File: src/rtl/fetch_unit.sv
// Instruction fetch stage: owns the PC, issues single-outstanding Wishbone reads and feeds the decoder.
// Optional build macro FETCH_MISALIGN_TRAP_EN turns misaligned redirect targets into fetch faults.
module fetch_unit #(
    parameter logic [31:0] RESET_ADDR = 32'h0000_0000,
    parameter logic [31:0] NOP_INSTR  = 32'h0000_0013
) (
    input  logic        clk_i,
    input  logic        rst_i,
    output logic [31:0] imem_adr_o,
    output logic        imem_cyc_o,
    output logic        imem_stb_o,
    input  logic [31:0] imem_dat_i,
    input  logic        imem_ack_i,
    input  logic        imem_err_i,
    input  logic        stall_i,
    input  logic        redirect_i,
    input  logic [31:0] redirect_pc_i,
    output logic [31:0] instruction_o,
    output logic [31:0] pc_o,
    output logic        valid_o,
    output logic        fetch_err_o
);

    typedef enum logic [2:0] {IDLE, REQ, HOLD, KILL, HALT} state_e;

    state_e      state_q, state_d;
    logic [31:0] pc_q, pc_d;
    logic [31:0] adr_q, adr_d;
    logic        cyc_q, cyc_d;
    logic [31:0] instr_q, instr_d;
    logic [31:0] pco_q, pco_d;
    logic        valid_q, valid_d;
    logic        ferr_q, ferr_d;
    logic        skid_valid_q, skid_valid_d;
    logic        skid_err_q, skid_err_d;
    logic [31:0] skid_instr_q, skid_instr_d;
    logic [31:0] skid_pc_q, skid_pc_d;

    logic        consume;
    logic        slot_free;
    logic [31:0] redir_pc;
    logic        redir_trap;

    assign consume   = valid_q & ~stall_i;
    assign slot_free = ~valid_q | ~stall_i;

`ifdef FETCH_MISALIGN_TRAP_EN
    assign redir_pc   = redirect_pc_i;
    assign redir_trap = |redirect_pc_i[1:0];
`else
    assign redir_pc   = redirect_pc_i & ~32'h3;
    assign redir_trap = 1'b0;
`endif

    always_comb begin
        state_d      = state_q;
        pc_d         = pc_q;
        adr_d        = adr_q;
        cyc_d        = cyc_q;
        instr_d      = instr_q;
        pco_d        = pco_q;
        valid_d      = valid_q;
        ferr_d       = ferr_q;
        skid_valid_d = skid_valid_q;
        skid_err_d   = skid_err_q;
        skid_instr_d = skid_instr_q;
        skid_pc_d    = skid_pc_q;

        if (consume) begin
            valid_d = 1'b0;
            ferr_d  = 1'b0;
            instr_d = NOP_INSTR;
        end

        if (redirect_i) begin
            valid_d      = 1'b0;
            ferr_d       = 1'b0;
            instr_d      = NOP_INSTR;
            skid_valid_d = 1'b0;
            skid_err_d   = 1'b0;
            pc_d         = redir_pc;
            if (redir_trap) begin
                valid_d = 1'b1;
                ferr_d  = 1'b1;
                pco_d   = redirect_pc_i;
                cyc_d   = 1'b0;
                state_d = HALT;
            end else if (cyc_q && !(imem_ack_i || imem_err_i)) begin
                // The old read is still owed a response; keep the cycle open and swallow it.
                state_d = KILL;
            end else begin
                state_d = REQ;
                cyc_d   = 1'b1;
                adr_d   = redir_pc;
            end
        end else begin
            case (state_q)
                IDLE: begin
                    state_d = REQ;
                    cyc_d   = 1'b1;
                    adr_d   = pc_q;
                end
                REQ: begin
                    if (imem_err_i) begin
                        cyc_d   = 1'b0;
                        state_d = HALT;
                        if (slot_free) begin
                            valid_d = 1'b1;
                            ferr_d  = 1'b1;
                            instr_d = NOP_INSTR;
                            pco_d   = adr_q;
                        end else begin
                            skid_valid_d = 1'b1;
                            skid_err_d   = 1'b1;
                            skid_instr_d = NOP_INSTR;
                            skid_pc_d    = adr_q;
                            state_d      = HOLD;
                        end
                    end else if (imem_ack_i) begin
                        pc_d = pc_q + 32'd4;
                        if (slot_free) begin
                            valid_d = 1'b1;
                            ferr_d  = 1'b0;
                            instr_d = imem_dat_i;
                            pco_d   = adr_q;
                            adr_d   = pc_q + 32'd4;
                        end else begin
                            skid_valid_d = 1'b1;
                            skid_err_d   = 1'b0;
                            skid_instr_d = imem_dat_i;
                            skid_pc_d    = adr_q;
                            cyc_d        = 1'b0;
                            state_d      = HOLD;
                        end
                    end
                end
                HOLD: begin
                    if (!stall_i && skid_valid_q) begin
                        valid_d      = 1'b1;
                        ferr_d       = skid_err_q;
                        instr_d      = skid_instr_q;
                        pco_d        = skid_pc_q;
                        skid_valid_d = 1'b0;
                        skid_err_d   = 1'b0;
                        if (skid_err_q) begin
                            state_d = HALT;
                        end else begin
                            state_d = REQ;
                            cyc_d   = 1'b1;
                            adr_d   = pc_q;
                        end
                    end
                end
                KILL: begin
                    if (imem_ack_i || imem_err_i) begin
                        state_d = REQ;
                        cyc_d   = 1'b1;
                        adr_d   = pc_q;
                    end
                end
                HALT: begin
                    cyc_d = 1'b0;
                end
                default: begin
                    state_d = IDLE;
                    cyc_d   = 1'b0;
                end
            endcase
        end
    end

    always_ff @(posedge clk_i) begin
        if (rst_i) begin
            state_q      <= IDLE;
            pc_q         <= RESET_ADDR;
            adr_q        <= RESET_ADDR;
            cyc_q        <= 1'b0;
            instr_q      <= NOP_INSTR;
            pco_q        <= 32'h0;
            valid_q      <= 1'b0;
            ferr_q       <= 1'b0;
            skid_valid_q <= 1'b0;
            skid_err_q   <= 1'b0;
            skid_instr_q <= NOP_INSTR;
            skid_pc_q    <= 32'h0;
        end else begin
            state_q      <= state_d;
            pc_q         <= pc_d;
            adr_q        <= adr_d;
            cyc_q        <= cyc_d;
            instr_q      <= instr_d;
            pco_q        <= pco_d;
            valid_q      <= valid_d;
            ferr_q       <= ferr_d;
            skid_valid_q <= skid_valid_d;
            skid_err_q   <= skid_err_d;
            skid_instr_q <= skid_instr_d;
            skid_pc_q    <= skid_pc_d;
        end
    end

    assign imem_adr_o    = adr_q;
    assign imem_cyc_o    = cyc_q;
    assign imem_stb_o    = cyc_q;
    assign instruction_o = instr_q;
    assign pc_o          = pco_q;
    assign valid_o       = valid_q;
    assign fetch_err_o   = ferr_q;

endmodule

File: config.mk
export PLATFORM = sky130hd
export DESIGN_NAME = fetch_unit
export DESIGN_NICKNAME = d
export VERILOG_FILES = /design/src/rtl/fetch_unit.sv
export SDC_FILE = /design/constraint.sdc
export NUM_CORES = 1
export LEC_CHECK = 0
export BUFFER_PORTS_ARGS = -buffer_cell sky130_fd_sc_hd__clkbuf_2
export CAP_MARGIN = 20
export CORE_ASPECT_RATIO = 1.1
export CORE_MARGIN = 2
export CORE_UTILIZATION = 40
export DETAILED_ROUTE_END_ITERATION = 10
export PLACE_DENSITY = 0.69
export REMOVE_ABC_BUFFERS = 1
export SLEW_MARGIN = 15
export SYNTH_ARGS = -nofsm -noshare
export SYNTH_HDL_FRONTEND = slang
export SYNTH_SLANG_ARGS = --single-unit
File: constraint.sdc
create_clock -name clk_i -period 2.1 [get_ports clk_i]
set_input_delay 0.105 -clock clk_i [delete_from_list [all_inputs] [get_ports clk_i]]
set_output_delay 0.105 -clock clk_i [all_outputs]
set_load 0.03 [all_outputs]
Word-level counts from Yosys, hierarchy flattened
Cells that the tools add are included.

Bits in registers: 200. Input port bits: 70. Output and inout bits: 100.

Add/sub/neg operators: 1. Equal/unequal tests: 18. Muxes and demuxes: 72. Bitwise gates (word level): 7. Reduce and logical (&&, ||, !) cells: 22.

Operators with widths (count): two-way mux 32 bit (29); case mux 32 bit (2 select lines) (2); case mux 32 bit (4 select lines) (1); adder 32 x 3 -> 32 bit (second input constant) (1); two-way mux 1 bit (25); two-way mux 3 bit (8); != test 3 bit (second input constant) (7); case mux 3 bit (5 select lines) (1); AND reduction 3 bit (4); AND reduction 4 bit (3); != test 2 bit (second input constant) (4); != test 4 bit (second input constant) (2); case mux 1 bit (2 select lines) (4); AND reduction 8 bit (1); nonzero test 2 bit (4); equality test 3 x 2 -> 1 bit (second input constant) (2); AND reduction 6 bit (1); NOT 1 bit (5); AND reduction 5 bit (1); nonzero test 5 bit (1); case mux 1 bit (4 select lines) (1); equality test 3 x 1 -> 1 bit (second input constant) (1); equality test 3 bit (second input constant) (1); zero test 3 bit (1); 8 further kinds (10).

Logic depth before layout (Yosys ltp)
Depth after elaboration: 7. Gate-level depth with buffers: 9. Mapped depth without buffers: 6.

Least setup slack after synthesis
Ideal clock, no wire load.

Path kind: register -> register. Start: register state_q[2]. End: register pc_q[28]. Arrival time: 1884 ps. Data required time: 1978 ps. Path slack: 95 ps. Cell stages (with the launch flop): 8. Buffers on the path: 2. Path through: dfxtp_1 -> buf_2 -> or3b_1 -> clkbuf_1 -> nor2_1 -> nand3_1 -> o31a_1 -> o311a_1.

Word-level cells in the longest chain between the ends: 3.

Ends and longest elaborated chain: start, declared (RTL line 26) `state_e state_q, state_d;`; start signal, assigned (RTL line 187) `state_q <= state_d;`; equality test 3 x 1 -> 1 bit (RTL line 97) `case (state_q)`; nonzero test 2 bit (no source line); AND reduction 3 bit (no source line); end signal, assigned (RTL line 188) `pc_q <= pc_d;`; end, declared (RTL line 27) `logic [31:0] pc_q, pc_d;`.

No other way between the ends. A chain may end at the register's enable or synchronous reset.

Final worst setup path
Start: register state_q[0]. End: register instr_q[25], in the netlist instruction_o[25].

Word-level cells in the longest chain between the ends: 2. Elaborated cells on any way between the ends: 3. Those cells by class: eq/ne (2); mux (1).

Ends and longest elaborated chain: equality test 3 x 2 -> 1 bit or equality test 3 x 1 -> 1 bit (tied branches) (RTL line 97); case mux 32 bit (2 select lines) (*) (RTL line 97); end signal, assigned (RTL line 191) `instr_q <= instr_d;`; end, declared (RTL line 30) `logic [31:0] instr_q, instr_d;`.

Every way passes the cells marked *; elsewhere a longest branch is shown, timed or not.

==> metrics <==
switching share of power 0.295; syn avg cell area 8.22 sq um; Die Ht 160 um; worst-margin pin slew 0.601 ns; worst hold path depth 3; Clock Latency Late Sink 0.44 ns; CTS Sinks 192; vias in the first global route 8038; effective utilization at floorplan 0.411; Slew Viols, Final 0; status finished clean; first-pass GRT wire length 41400 um; clock tree buffer depth 2; placed cells 1495; I/O Buffers 163; Total Routed Length 25900 um; area occupied by multi-input gates 4640 sq um; post-synthesis register bit count 192; total number of vias 8629; Clock Skew 0.00889 ns; worst reg2reg path depth 8; total gr overflow 0; Netlist cell types 66; fraction of layout cells with a size suffix above 1 0.242; antenna violations before repair 0; R2R Path Start state_q[0]; hold_sp redirect_pc_i[12]; die area 23200 sq um; Worst IR Drop VDD 0.582 mV; f_max 482 MHz; Vias/cell 5.49; Seq pwr share 0.462; total track usage 0.215; row cnt 56; Nets 1339; FF/Latch Area 3850 sq um; clock power share 0.382; Final Hold Fails 0; CTS tree done; cell area after synthesis 8810 sq um; internal power 0.00602 W; Seq/Total Area, Yosys 0.436; Max Cap Violations 0; share of total power in combinational logic 0.156; FFs w/ async S/R, synth 0; clk root buf clkbuf_16; Synth Instances 1072; LEAKAGE 4.46 nW; Final Cycle Share 0.988; CP Class register to register; Switching Power 0.00253 W; Post-DRT Antenna Nets 0; # IOs 170; Setup-failing EPs final 0; setup_tns 0 ns; final worst path period need 2.08 ns; Syn-to-layout area delta 29.9%; CTS clock-pin slew for the worst setup and hold paths 0.08 ns; Antenna Cells 0; global placer's final weighted congestion 0.891; Core ar. 21400 sq um; yosys warns 0; reg2reg end instruction_o[25]; crit path DAT 2.40 ns; endpoint class of the critical path register; hpwl dp 17100 um; RSZ-0062 raised after global routing true; largest net degree at the start of global routing 115; H-Tree Level Count 4; Remaining DRCs 0; Finished Layout Cells 1571; Critical Path Fanout Max 29; Starting DRT DRC Count 761; worst path required time 2.42 ns; reg2reg setup slack 0.02 ns; Synth Flop Type dfxtp_1; wire per inst 16.5 um; slew margin rel. 0.598; fill count 2007; CTS buffer count 17; Hold Slack 0.0132 ns; DIE WIDTH 146 um; number of synthesized flops with an enable pin 0; Hold Path End pc_q[12]; CP Launch Type register; Pre-antenna DRT Iters 5; Pwr Density 747 nW/um^2; Hold Crit Class primary input to register
-- critical path: stages (launching register included) --
cell and delay, ns:
dfxtp_2 0.37, buf_4 0.15, nor3b_4 0.33, buf_4 0.17, a21oi_1 0.06, o22a_1 0.18
buf_4 0.24, a222oi_1 0.38, nor2_1 0.08
-- cell type report --
| class | count | share of cell area |
|---|---|---|
| Clock buffer | 18 | 0.0384 |
| Timing Repair Buffer | 281 | 0.174 |
| Inverter | 4 | 0.00131 |
| Clock inverter | 14 | 0.0128 |
| Multi-Input combinational cell | 772 | 0.405 |
| Sequential cell | 192 | 0.336 |
| Tap cell | 290 | 0.0317 |
-- repair_timing --
action | CTS | global route
buffers inserted | 0 | 6
endpoints found under the setup margin | 10 | 85
hold buffers | 37 | 0
resized for setup | 1 | 18
pin swaps | 0 | 4
endpoints found under the hold margin | 70 | 0
gates cloned | 0 | 1
-- per-stage QoR --
stage	setup slack, ns	utilization	cell area, sq um	total power, W
after floorplan	-2.09	-	8360	0.00471
after global placement	0.0385	0.482	10300	0.00527
after detailed placement	-0.0604	0.482	10300	0.00528
after CTS	0.00824	0.527	11300	0.00858
after global routing	-0.0494	0.534	11400	0.00889
final	0.0244	0.534	11400	0.00855
-- power by group through the flow --
stage	clock network (W)	logic, W	registers, W
floorplan	0	0.000476	0.00423
global placement	0	0.00124	0.00402
CTS	0.00332	0.00132	0.00394
detailed placement	0	0.00125	0.00403
finish	0.00326	0.00134	0.00395
global route	0.00347	0.00145	0.00397
-- per-layer routing --
metal | wire length, um | track usage | up-vias | part of all wire
met4 | 324 | 0.0570 | 0 | 0.013
met2 | 12500 | 0.364 | 239 | 0.48
met1 | 11500 | 0.276 | 4106 | 0.45
met3 | 1520 | 0.0517 | 23 | 0.059
li1 | - | - | 4261 | -
met5 | 0 | 0 | - | 0
-- Yosys cell counts, types with 3 or more instances --
cell      number  area share
a311oi_1      31       0.031
xnor2_1       20       0.020
a31oi_1        5      0.0036
buf_2         23       0.013
clkbuf_1      77       0.033
xor2_1        13       0.013
o21a_1        19       0.016
nand2_1      187       0.080
a211oi_1       4      0.0034
nand2b_1      15       0.011
a21boi_0      12       0.010
o211ai_1      17       0.014
o311ai_0       6      0.0060
nor2b_1        3      0.0021
a222oi_1      29       0.033
inv_1          4      0.0017
and4_1         7      0.0070
nand4_1       18       0.013
buf_4          7      0.0060
mux2i_1        8      0.0091
o31a_1         6      0.0060
and2_1         6      0.0043
dfxtp_1      192        0.44
nor3_1        13      0.0074
nor4_1        19       0.013
a21oi_1       63       0.036
nand3_1       43       0.024
a22oi_1       30       0.026
o31ai_1        4      0.0034
or4_1          4      0.0034
o21ai_0       17      0.0097
nor2_1       117       0.050
and3_1        12      0.0085
-- cells by family after synthesis --
group | synth area share
AND/OR/NAND/NOR | 0.244
adder cells (fa/ha/maj) | 0.00142
other | 0.000426
AO/OA/AOI/OAI | 0.220
XOR/XNOR | 0.0328
multiplexers | 0.0116
flip-flops | 0.436
buffers and inverters | 0.0535
-- worst max-delay path by stage --
stage | slack (ns) | depth (start not counted) | end | startpoint
6_report | 0.02 | 8 | instruction_o[25] | state_q[0]
4_1_cts | 0.008 | 6 | imem_adr_o[20] | state_q[1]
3_3_place_gp | 0.04 | 7 | imem_adr_o[21] | state_q[0]
2_1_floorplan | -2.09 | 4 | pc_o[10] | state_q[1]
3_5_place_dp | -0.06 | 7 | imem_adr_o[9] | state_q[1]
5_1_grt | -0.05 | 8 | instruction_o[5] | state_q[0]
-- registers in the layout, summed over array words and instances (netlist names) --
name,count
instruction_o,32
skid_instr_q,32
imem_adr_o,30
pc_o,30
pc_q,30
skid_pc_q,30
state_q,3
fetch_err_o,1
imem_cyc_o,1
skid_err_q,1
skid_valid_q,1
valid_o,1
-- placed cells by master, fill, tap and decap left out, types with 12 or more instances in the layout --
| master | Yosys | layout |
|---|---|---|
| dfxtp_1 | 192 | 189 |
| nand2_1 | 187 | 187 |
| clkbuf_2 | 0 | 162 |
| nor2_1 | 117 | 115 |
| buf_4 | 7 | 66 |
| a21oi_1 | 63 | 63 |
| nand3_1 | 43 | 41 |
| dlygate4sd3_1 | 0 | 37 |
| a311oi_1 | 31 | 31 |
| a22oi_1 | 30 | 30 |
| a222oi_1 | 29 | 29 |
| xnor2_1 | 20 | 20 |
| o21a_1 | 19 | 19 |
| nand4_1 | 18 | 18 |
| clkbuf_16 | 0 | 18 |
| o21ai_0 | 17 | 17 |
| o211ai_1 | 17 | 17 |
| nor4_1 | 19 | 16 |
| nand2b_1 | 15 | 14 |
| buf_12 | 0 | 14 |
| xor2_1 | 13 | 13 |
| and3_1 | 12 | 12 |
| a21boi_0 | 12 | 12 |
| nor3_1 | 13 | 12 |
(Power assumes the default switching activity.)
